<file path="config.mk">
export PLATFORM = sky130hd
export DESIGN_NAME = config_report_tx
export DESIGN_NICKNAME = d
export VERILOG_FILES = /design/src/rtl/config_report_tx.sv
export SDC_FILE = /design/constraint.sdc
export NUM_CORES = 1
export LEC_CHECK = 0
export CAP_MARGIN = 20
export CELL_PAD_IN_SITES_DETAIL_PLACEMENT = 1
export CELL_PAD_IN_SITES_GLOBAL_PLACEMENT = 2
export CORE_MARGIN = 2
export CORE_UTILIZATION = 39
export DETAILED_ROUTE_END_ITERATION = 6
export PLACE_DENSITY_LB_ADDON = 0.1
export SETUP_SLACK_MARGIN = 0.05
export SLEW_MARGIN = 25
export SYNTH_ARGS = -nofsm -noshare
export SYNTH_HDL_FRONTEND = slang
export SYNTH_SLANG_ARGS = --single-unit
</file>
<file path="constraint.sdc">
create_clock -name clock -period 5.5 [get_ports clock]
set_input_delay 0.55 -clock clock [delete_from_list [all_inputs] [get_ports clock]]
set_output_delay 0.55 -clock clock [all_outputs]
set_load 0.01 [all_outputs]
</file>
<file path="src/rtl/config_report_tx.sv">
// rtl/config_report_tx.sv - UART transmitter sending temp1..temp4 and lim_um as five parity frames
module config_report_tx #(
    parameter int CLKS_PER_BIT   = 5208,
    parameter int PARIDADE_IMPAR = 0
) (
    input  logic       clock,
    input  logic       reset,
    input  logic       enviar,
    input  logic [7:0] temp1,
    input  logic [7:0] temp2,
    input  logic [7:0] temp3,
    input  logic [7:0] temp4,
    input  logic [7:0] lim_um,
    output logic       tx,
    output logic       ocupado,
    output logic       pronto_envio
);
    localparam int BW = $clog2(CLKS_PER_BIT);
    localparam logic [BW-1:0] BAUD_LAST = BW'(CLKS_PER_BIT - 1);

    typedef enum logic [2:0] {INICIAL, START, DADOS, PARIDADE, STOP, FIM} state_t;

    state_t      state;
    logic [BW-1:0] baud;
    logic [2:0]  bit_idx;
    logic [2:0]  byte_idx;
    logic [7:0]  s_temp1, s_temp2, s_temp3, s_temp4, s_lim_um;
    logic [7:0]  cur_byte;
    logic        parity_bit;
    logic        bit_end;

    always_comb begin
        cur_byte = s_lim_um;
        case (byte_idx)
            3'd0:    cur_byte = s_temp1;
            3'd1:    cur_byte = s_temp2;
            3'd2:    cur_byte = s_temp3;
            3'd3:    cur_byte = s_temp4;
            default: cur_byte = s_lim_um;
        endcase
    end

    assign parity_bit = (PARIDADE_IMPAR != 0) ? ~^cur_byte : ^cur_byte;
    assign bit_end    = (baud == BAUD_LAST);

    // tx always holds the value of the bit currently on the line; each transition
    // loads the next bit so the line changes on the same edge as the state.
    always_ff @(posedge clock or posedge reset) begin
        if (reset) begin
            state        <= INICIAL;
            tx           <= 1'b1;
            ocupado      <= 1'b0;
            pronto_envio <= 1'b0;
            baud         <= '0;
            bit_idx      <= '0;
            byte_idx     <= '0;
            s_temp1      <= '0;
            s_temp2      <= '0;
            s_temp3      <= '0;
            s_temp4      <= '0;
            s_lim_um     <= '0;
        end else begin
            case (state)
                INICIAL: begin
                    tx           <= 1'b1;
                    ocupado      <= 1'b0;
                    pronto_envio <= 1'b0;
                    baud         <= '0;
                    if (enviar) begin
                        s_temp1  <= temp1;
                        s_temp2  <= temp2;
                        s_temp3  <= temp3;
                        s_temp4  <= temp4;
                        s_lim_um <= lim_um;
                        byte_idx <= '0;
                        bit_idx  <= '0;
                        tx       <= 1'b0;
                        ocupado  <= 1'b1;
                        state    <= START;
                    end
                end
                START: begin
                    if (bit_end) begin
                        baud    <= '0;
                        bit_idx <= '0;
                        tx      <= cur_byte[0];
                        state   <= DADOS;
                    end else begin
                        baud <= baud + 1'b1;
                    end
                end
                DADOS: begin
                    if (bit_end) begin
                        baud <= '0;
                        if (bit_idx == 3'd7) begin
                            tx    <= parity_bit;
                            state <= PARIDADE;
                        end else begin
                            bit_idx <= bit_idx + 3'd1;
                            tx      <= cur_byte[bit_idx + 3'd1];
                        end
                    end else begin
                        baud <= baud + 1'b1;
                    end
                end
                PARIDADE: begin
                    if (bit_end) begin
                        baud  <= '0;
                        tx    <= 1'b1;
                        state <= STOP;
                    end else begin
                        baud <= baud + 1'b1;
                    end
                end
                STOP: begin
                    if (bit_end) begin
                        baud <= '0;
                        if (byte_idx < 3'd4) begin
                            byte_idx <= byte_idx + 3'd1;
                            tx       <= 1'b0;
                            state    <= START;
                        end else begin
                            tx           <= 1'b1;
                            ocupado      <= 1'b0;
                            pronto_envio <= 1'b1;
                            state        <= FIM;
                        end
                    end else begin
                        baud <= baud + 1'b1;
                    end
                end
                FIM: begin
                    tx           <= 1'b1;
                    ocupado      <= 1'b0;
                    pronto_envio <= 1'b0;
                    state        <= INICIAL;
                end
                default: begin
                    tx    <= 1'b1;
                    state <= INICIAL;
                end
            endcase
        end
    end
endmodule

</file>
==> results of run 1 <==
-- cells by family (layout without fill, tap and decap cells) --
logic type               count (synthesis)  count (layout)
AND/OR/NAND/NOR                         89              89
multiplexers                            44              44
XOR/XNOR                                20              20
buffers and inverters                   29              74
flip-flops                              65              65
adder cells (fa/ha/maj)                  8               8
AO/OA/AOI/OAI                           55              55
-- routing by layer --
metal	up-vias	wire (um)
met4	0	89
met5	-	0
met3	10	255
met2	32	3620
li1	1183	-
met1	1196	3710
-- metrics by stage --
stage	setup WS, ps	hold WS [ps]	std cells	util	instance area [um^2]
6_report	2590	509	460	0.498	4130
2_1_floorplan	2820	481	310	-	3380
3_3_place_gp	2410	491	444	0.471	3910
4_1_cts	2510	512	460	0.498	4130
5_1_grt	2360	523	460	0.498	4130
3_5_place_dp	2580	497	444	0.471	3910
-- power by group through the flow --
| stage | Clock [mW] | Sequential (mW) | Combinational [mW] |
|---|---|---|---|
| 3_3_place_gp | 0 | 0.612 | 0.219 |
| 2_1_floorplan | 0 | 0.596 | 0.160 |
| 3_5_place_dp | 0 | 0.614 | 0.228 |
| 6_report | 0.455 | 0.604 | 0.226 |
| 4_1_cts | 0.469 | 0.604 | 0.231 |
| 5_1_grt | 0.492 | 0.616 | 0.253 |
-- path summary, 6_finish.rpt --
kind                                to  cells after the start
min in group asynchronous  s_lim_um[3]                      3
setup reg to reg                    tx                      9
hold / removal              s_temp3[7]                      1
hold reg to reg             s_temp3[7]                      1
max in group asynchronous   s_temp4[7]                      3
setup / recovery                    tx                      9
-- area by class of cell --
type	instances	area, um^2	area share
Clock buffer	11	141	0.0342
Clock inverter	5	78.8	0.0191
Inverter	11	41.3	0.00999
Multi-Input combinational cell	216	1650	0.398
Sequential cell	65	1630	0.394
Tap cell	105	131	0.0318
Timing Repair Buffer	47	465	0.113
-- worst max-delay path, stage by stage, from the launching register on --
cell,delay [ps]
dfrtp_1,520
inv_1,290
ha_1,400
a22oi_1,340
a31o_2,280
xor2_1,200
xnor2_1,140
xnor3_1,420
a31oi_1,170
a2bb2oi_1,80
-- state kept, by name, summed over array words and instances (netlist names) --
name	flops
s_temp2	8
s_temp3	8
bit_idx	3
baud	13
s_temp4	8
pronto_envio	1
s_temp1	8
state	3
ocupado	1
byte_idx	3
s_lim_um	8
tx	1
-- cell usage in the layout, fill, tap and decap left out, types with 2 or more instances in the layout --
cell	netlist	routed
and3_1	4	4
nor3_1	4	3
a2bb2oi_1	2	2
clkbuf_8	0	10
nor3_4	2	3
buf_4	0	2
or3_1	2	2
clkdlybuf4s50_1	0	45
nand2b_1	4	4
bufinv_16	0	2
xor2_1	13	13
xnor2_1	6	6
a21oi_1	11	11
o21ai_0	9	9
a31oi_1	7	7
clkinv_2	0	2
a31o_2	2	2
a22oi_1	16	16
or4b_4	2	2
dfrtp_1	64	64
nor2b_1	7	7
nand3_1	7	7
nand4_1	4	4
ha_1	8	8
inv_1	11	10
mux2_2	40	40
nor2_1	27	27
mux2i_1	2	2
nand2_1	18	18
==> metrics.txt, run 1 <==
pin count of the biggest net entering global routing=66; post-synthesis adder-cell area fraction=0.0296; Avg WL per Cell=16.7 um; worst slew pin tran=881 ps; Setup crit start kind=register; Internal Power=0.945 mW; largest family of logic cells by synthesized area=multiplexers; cell count after synthesis=310; GR Overflow Total=0; met3 GRT Util=0.0446; met2 usage=0.276; share of the synthesized area in the top cell type=0.474; CTS resizes=0; Reg2Reg Launch Point=byte_idx[2]; Setup-failing EPs final=0; GRT Util Overall=0.177; unrepaired setup endpoints after global routing=false; Starting Density=0.407; # DRC=0; max-slew violations=0; Slew HR=0.413; Seq pwr share=0.470; P&R area growth vs syn=22.2%; clock group share of total power=0.354; initial antenna violation count=0; Die Ht=97.1 um; Die Area=0.00943 mm^2; VDD IR max=0.142 mV; FF+latch count, synth=65; Yosys Warn Count=0; H-tree Lvls=3; syn_area_per_cell=10.9 um^2; GPL Wtd Cong=0.771; antenna viol nets, final=0; clk sinks=65; Post-synth top flop=dfrtp_1; post-synthesis cell type count=47; pwr/cell area=311 mW/mm^2; Core ar.=0.00830 mm^2; DR iter-0 viols=86; P_sw=0.340 mW; Top Ports=46; CTS tree=yes; setup repair bufs after CTS=0; status=complete, no violations; setup_tns=0 ps; synthesized cell area=0.00338 mm^2; vias in the first global route=2,634; final wirelength=7680 um; clk_skew=6.75 ps; final net count=401; Pwr Total=1.28 mW; vias after detailed routing=2,421; gr busiest metal=met2; post-synth top area cell=dfrtp_1; Synthesized Nets=361; Vias/cell=5.26; Data required, critical path=5770 ps; f_max=0.344 GHz; Hold Path Class=reg -> reg; Async SR Flop Fraction=1.00; max-cap violations=0; Clock Latency Late Sink=350 ps; num rows=33; crit path max fanout=14; fin crit share=0.529; most numerous cell in the Yosys netlist=dfrtp_1; Detail Placement HPWL=5400 um; combinational cell fraction of total power=0.176; clk root buf=clkbuf_8; Post-CTS Hold Buffers=0; sequential area share after synthesis=0.481; share of layout cells above drive strength 1=0.197; mux cell area share after synthesis=0.149; Port-buffer cells=45; Diodes inserted=0; Clock transition at path regs=70 ps; CP Capture Type=register; Setup CP Type=reg -> reg; xor and xnor area share after synthesis=0.0559; Die X-Extent=97.1 um; EDFF count, synth=0; minimum clock period=2910 ps; Synth top cells by count=dfrtp_1, mux2_2, nor2_1; cts bufs inserted=9; GR Util met1=0.246; Final Hold Viols=0; first-pass GRT wire length=13,400 um; Area contributors post-synth=dfrtp_1, mux2_2, a22oi_1, xor2_1, nor2_1; HP Start=s_temp3[7]; Compound-Gate Fraction of Synth Area=0.107; Simple-Gate Fraction of Synth Area=0.142; Crit path arrival time=3190 ps; Worst Setup SP=byte_idx[2]; drt pass-1 iters=4; # fillers=899; sw frac=0.265; r2r setup slk=2590 ps; P_leak=1.76 nW; CTS Buffer Depth=2
Note: power is estimated with default switching activity, not from simulation.
==> run 2: changes to the inputs <==
- CORE_UTILIZATION: 39 -> 32
- clock period: 5.5 -> 2.5 ns (I/O delays scaled with it)
==> run 2 against run 1 <==
First-iteration DRC count is 17% lower; core utilization is 7.5 points lower; sequential share of layout area is 1.9 points lower; largest cell class unchanged; worst setup slack worse by 2400 ps; cell count is 9.6% higher; die area is 21% higher.
==> metrics.txt, run 2 (synthesis results as in run 1) <==
final wirelength=8320 um; H-tree Lvls=3; commonest non-fill, non-tap cell in the layout=dfrtp_1; GPL Wtd Cong=0.817; P_leak=1.82 nW; P_sw=0.779 mW; cts bufs inserted=9; Worst Setup SP=byte_idx[1]; setup_tns=0 ps; Hold Path Class=in -> async; Data required, critical path=2770 ps; drt pass-1 iters=4; max-slew violations=0; initial antenna violation count=0; Die X-Extent=107 um; Worst Path Buf+Inv=0; clk_skew=10.1 ps; Vias/cell=4.98; Setup crit start kind=register; antenna viol nets, final=0; combinational cell fraction of total power=0.190; vias in the first global route=2,667; status=complete, no violations; Clock transition at path regs=80 ps; share of layout cells above drive strength 1=0.261; VDD IR max=0.367 mV; Die Ht=107 um; clk sinks=65; sw frac=0.280; Diodes inserted=0; f_max=0.432 GHz; Starting Density=0.329; GRT Util Overall=0.154; max-cap violations=0; Reg2Reg Launch Point=byte_idx[1]; CTS tree=yes; pin count of the biggest net entering global routing=66; clk root buf=clkbuf_8; unrepaired setup endpoints after global routing=false; Die Area=0.0114 mm^2; Seq pwr share=0.480; Biggest register=baud; fin crit share=0.926; crit path max fanout=8; CP peak stage delay=460 ps; clock group share of total power=0.329; final net count=414; CP Capture Type=register; CP max stage cell=dfrtp_2; Avg WL per Cell=16.5 um; vias after detailed routing=2,510; Slew HR=0.660; dpl ws=65.7 ps; Port-buffer cells=45; Setup-failing EPs final=0; Crit path arrival time=2590 ps; P&R area growth vs syn=28.7%; max reg flops=13; pwr/cell area=640 mW/mm^2; minimum clock period=2310 ps; DR iter-0 viols=71; Clock Latency Late Sink=350 ps; Crit path max-delay family=compound AO/OA/AOI/OAI gates; GR Overflow Total=0; worst slew pin tran=510 ps; # DRC=0; Setup CP Type=reg -> reg; Detail Placement HPWL=6020 um; most frequent cells in the layout=dfrtp_1, clkdlybuf4s50_1, mux2_2, nor2_1, nand2_1; fin worst setup slack=185 ps; Top Ports=46; Final Hold Viols=0; Core ar.=0.0103 mm^2; CTS Buffer Depth=2; first-pass GRT wire length=13,600 um; Internal Power=2.01 mW; critical-path cell list=ha_1 -> ha_4 -> a22oi_1 -> nand2_1 -> xor2_1 -> a21oi_1 -> xnor3_1 -> a31oi_1 -> a2bb2oi_1; num rows=37
==> run 2: cell count changes in the layout (fill, tap and decap cells not counted), moves of 2 or more <==
cell     previous run  this run
buf_12              0         2
a22oi_1            16        13
a22oi_2             0         3
ha_4                0         4
buf_4               2        13
ha_1                8         4
dfrtp_2             0         2
dfrtp_1            64        62
a31oi_2             0         2
a31oi_1             7         5
==> run 2: cell type report <==
type                       count  area [um^2]
fill                        1133         5930
multi-input combinational    216         1720
sequential                    65         1630
timing repair buffer          60          588
tap                          136          170
clock buffer                  10          138
clock inverter                 6         66.3
inverter                      11         41.3
==> run 2: per-stage QoR <==
stage	hold WS [ps]	instances	instance area [um^2]	util	total power, mW
3_3_place_gp	498	485	4040	0.393	1.86
4_1_cts	297	501	4250	0.414	2.82
6_report	298	504	4350	0.423	2.78
5_1_grt	321	504	4350	0.423	2.95
3_5_place_dp	498	485	4040	0.393	1.88
2_1_floorplan	402	310	3380	-	1.66
==> run 2: path summary, 6_finish.rpt <==
check | endpoint | slack [ps] | cells past startpoint
worst max-delay path | tx | 190 | 9
worst min-delay path | baud[9] | 300 | 3
worst max register to register | tx | 190 | 9
worst min register to register | s_temp2[6] | 510 | 1
max in group asynchronous | tx | 1890 | 3
min in group clock | s_temp2[6] | 510 | 1
==> run 2: per-layer routing <==
| layer | global-route usage | vias to the layer above | wire (um) |
|---|---|---|---|
| met3 | 0.0389 | 6 | 256 |
| met1 | 0.216 | 1251 | 4270 |
| li1 | - | 1213 | - |
| met2 | 0.236 | 40 | 3720 |
| met5 | 0 | - | 0 |
| met4 | 0.0445 | 0 | 76 |
==> run 2: timing repair <==
action	4_1_cts	5_1_grt
gates cloned	0	0
resized for setup	1	15
pin swaps	0	4
endpoints found under the setup margin	1	1
setup buffers	0	3
hold buffers	0	0
==> run 2: worst reg2reg max path, delay by kind of cell, from the launching register on <==
kind	cells	cell delay (ps)
AO/OA/AOI/OAI	4	680
adder cells (fa/ha/maj)	2	440
flip-flops	1	460
AND/OR/NAND/NOR	1	130
XOR/XNOR	2	520
==> run 2: power by group through the flow <==
stage,Sequential (mW),Clock (mW),Combinational (mW)
5_1_grt,1.36,0.994,0.601
2_1_floorplan,1.31,0,0.352
6_report,1.34,0.917,0.530
4_1_cts,1.34,0.956,0.526
3_5_place_dp,1.35,0,0.523
3_3_place_gp,1.35,0,0.510
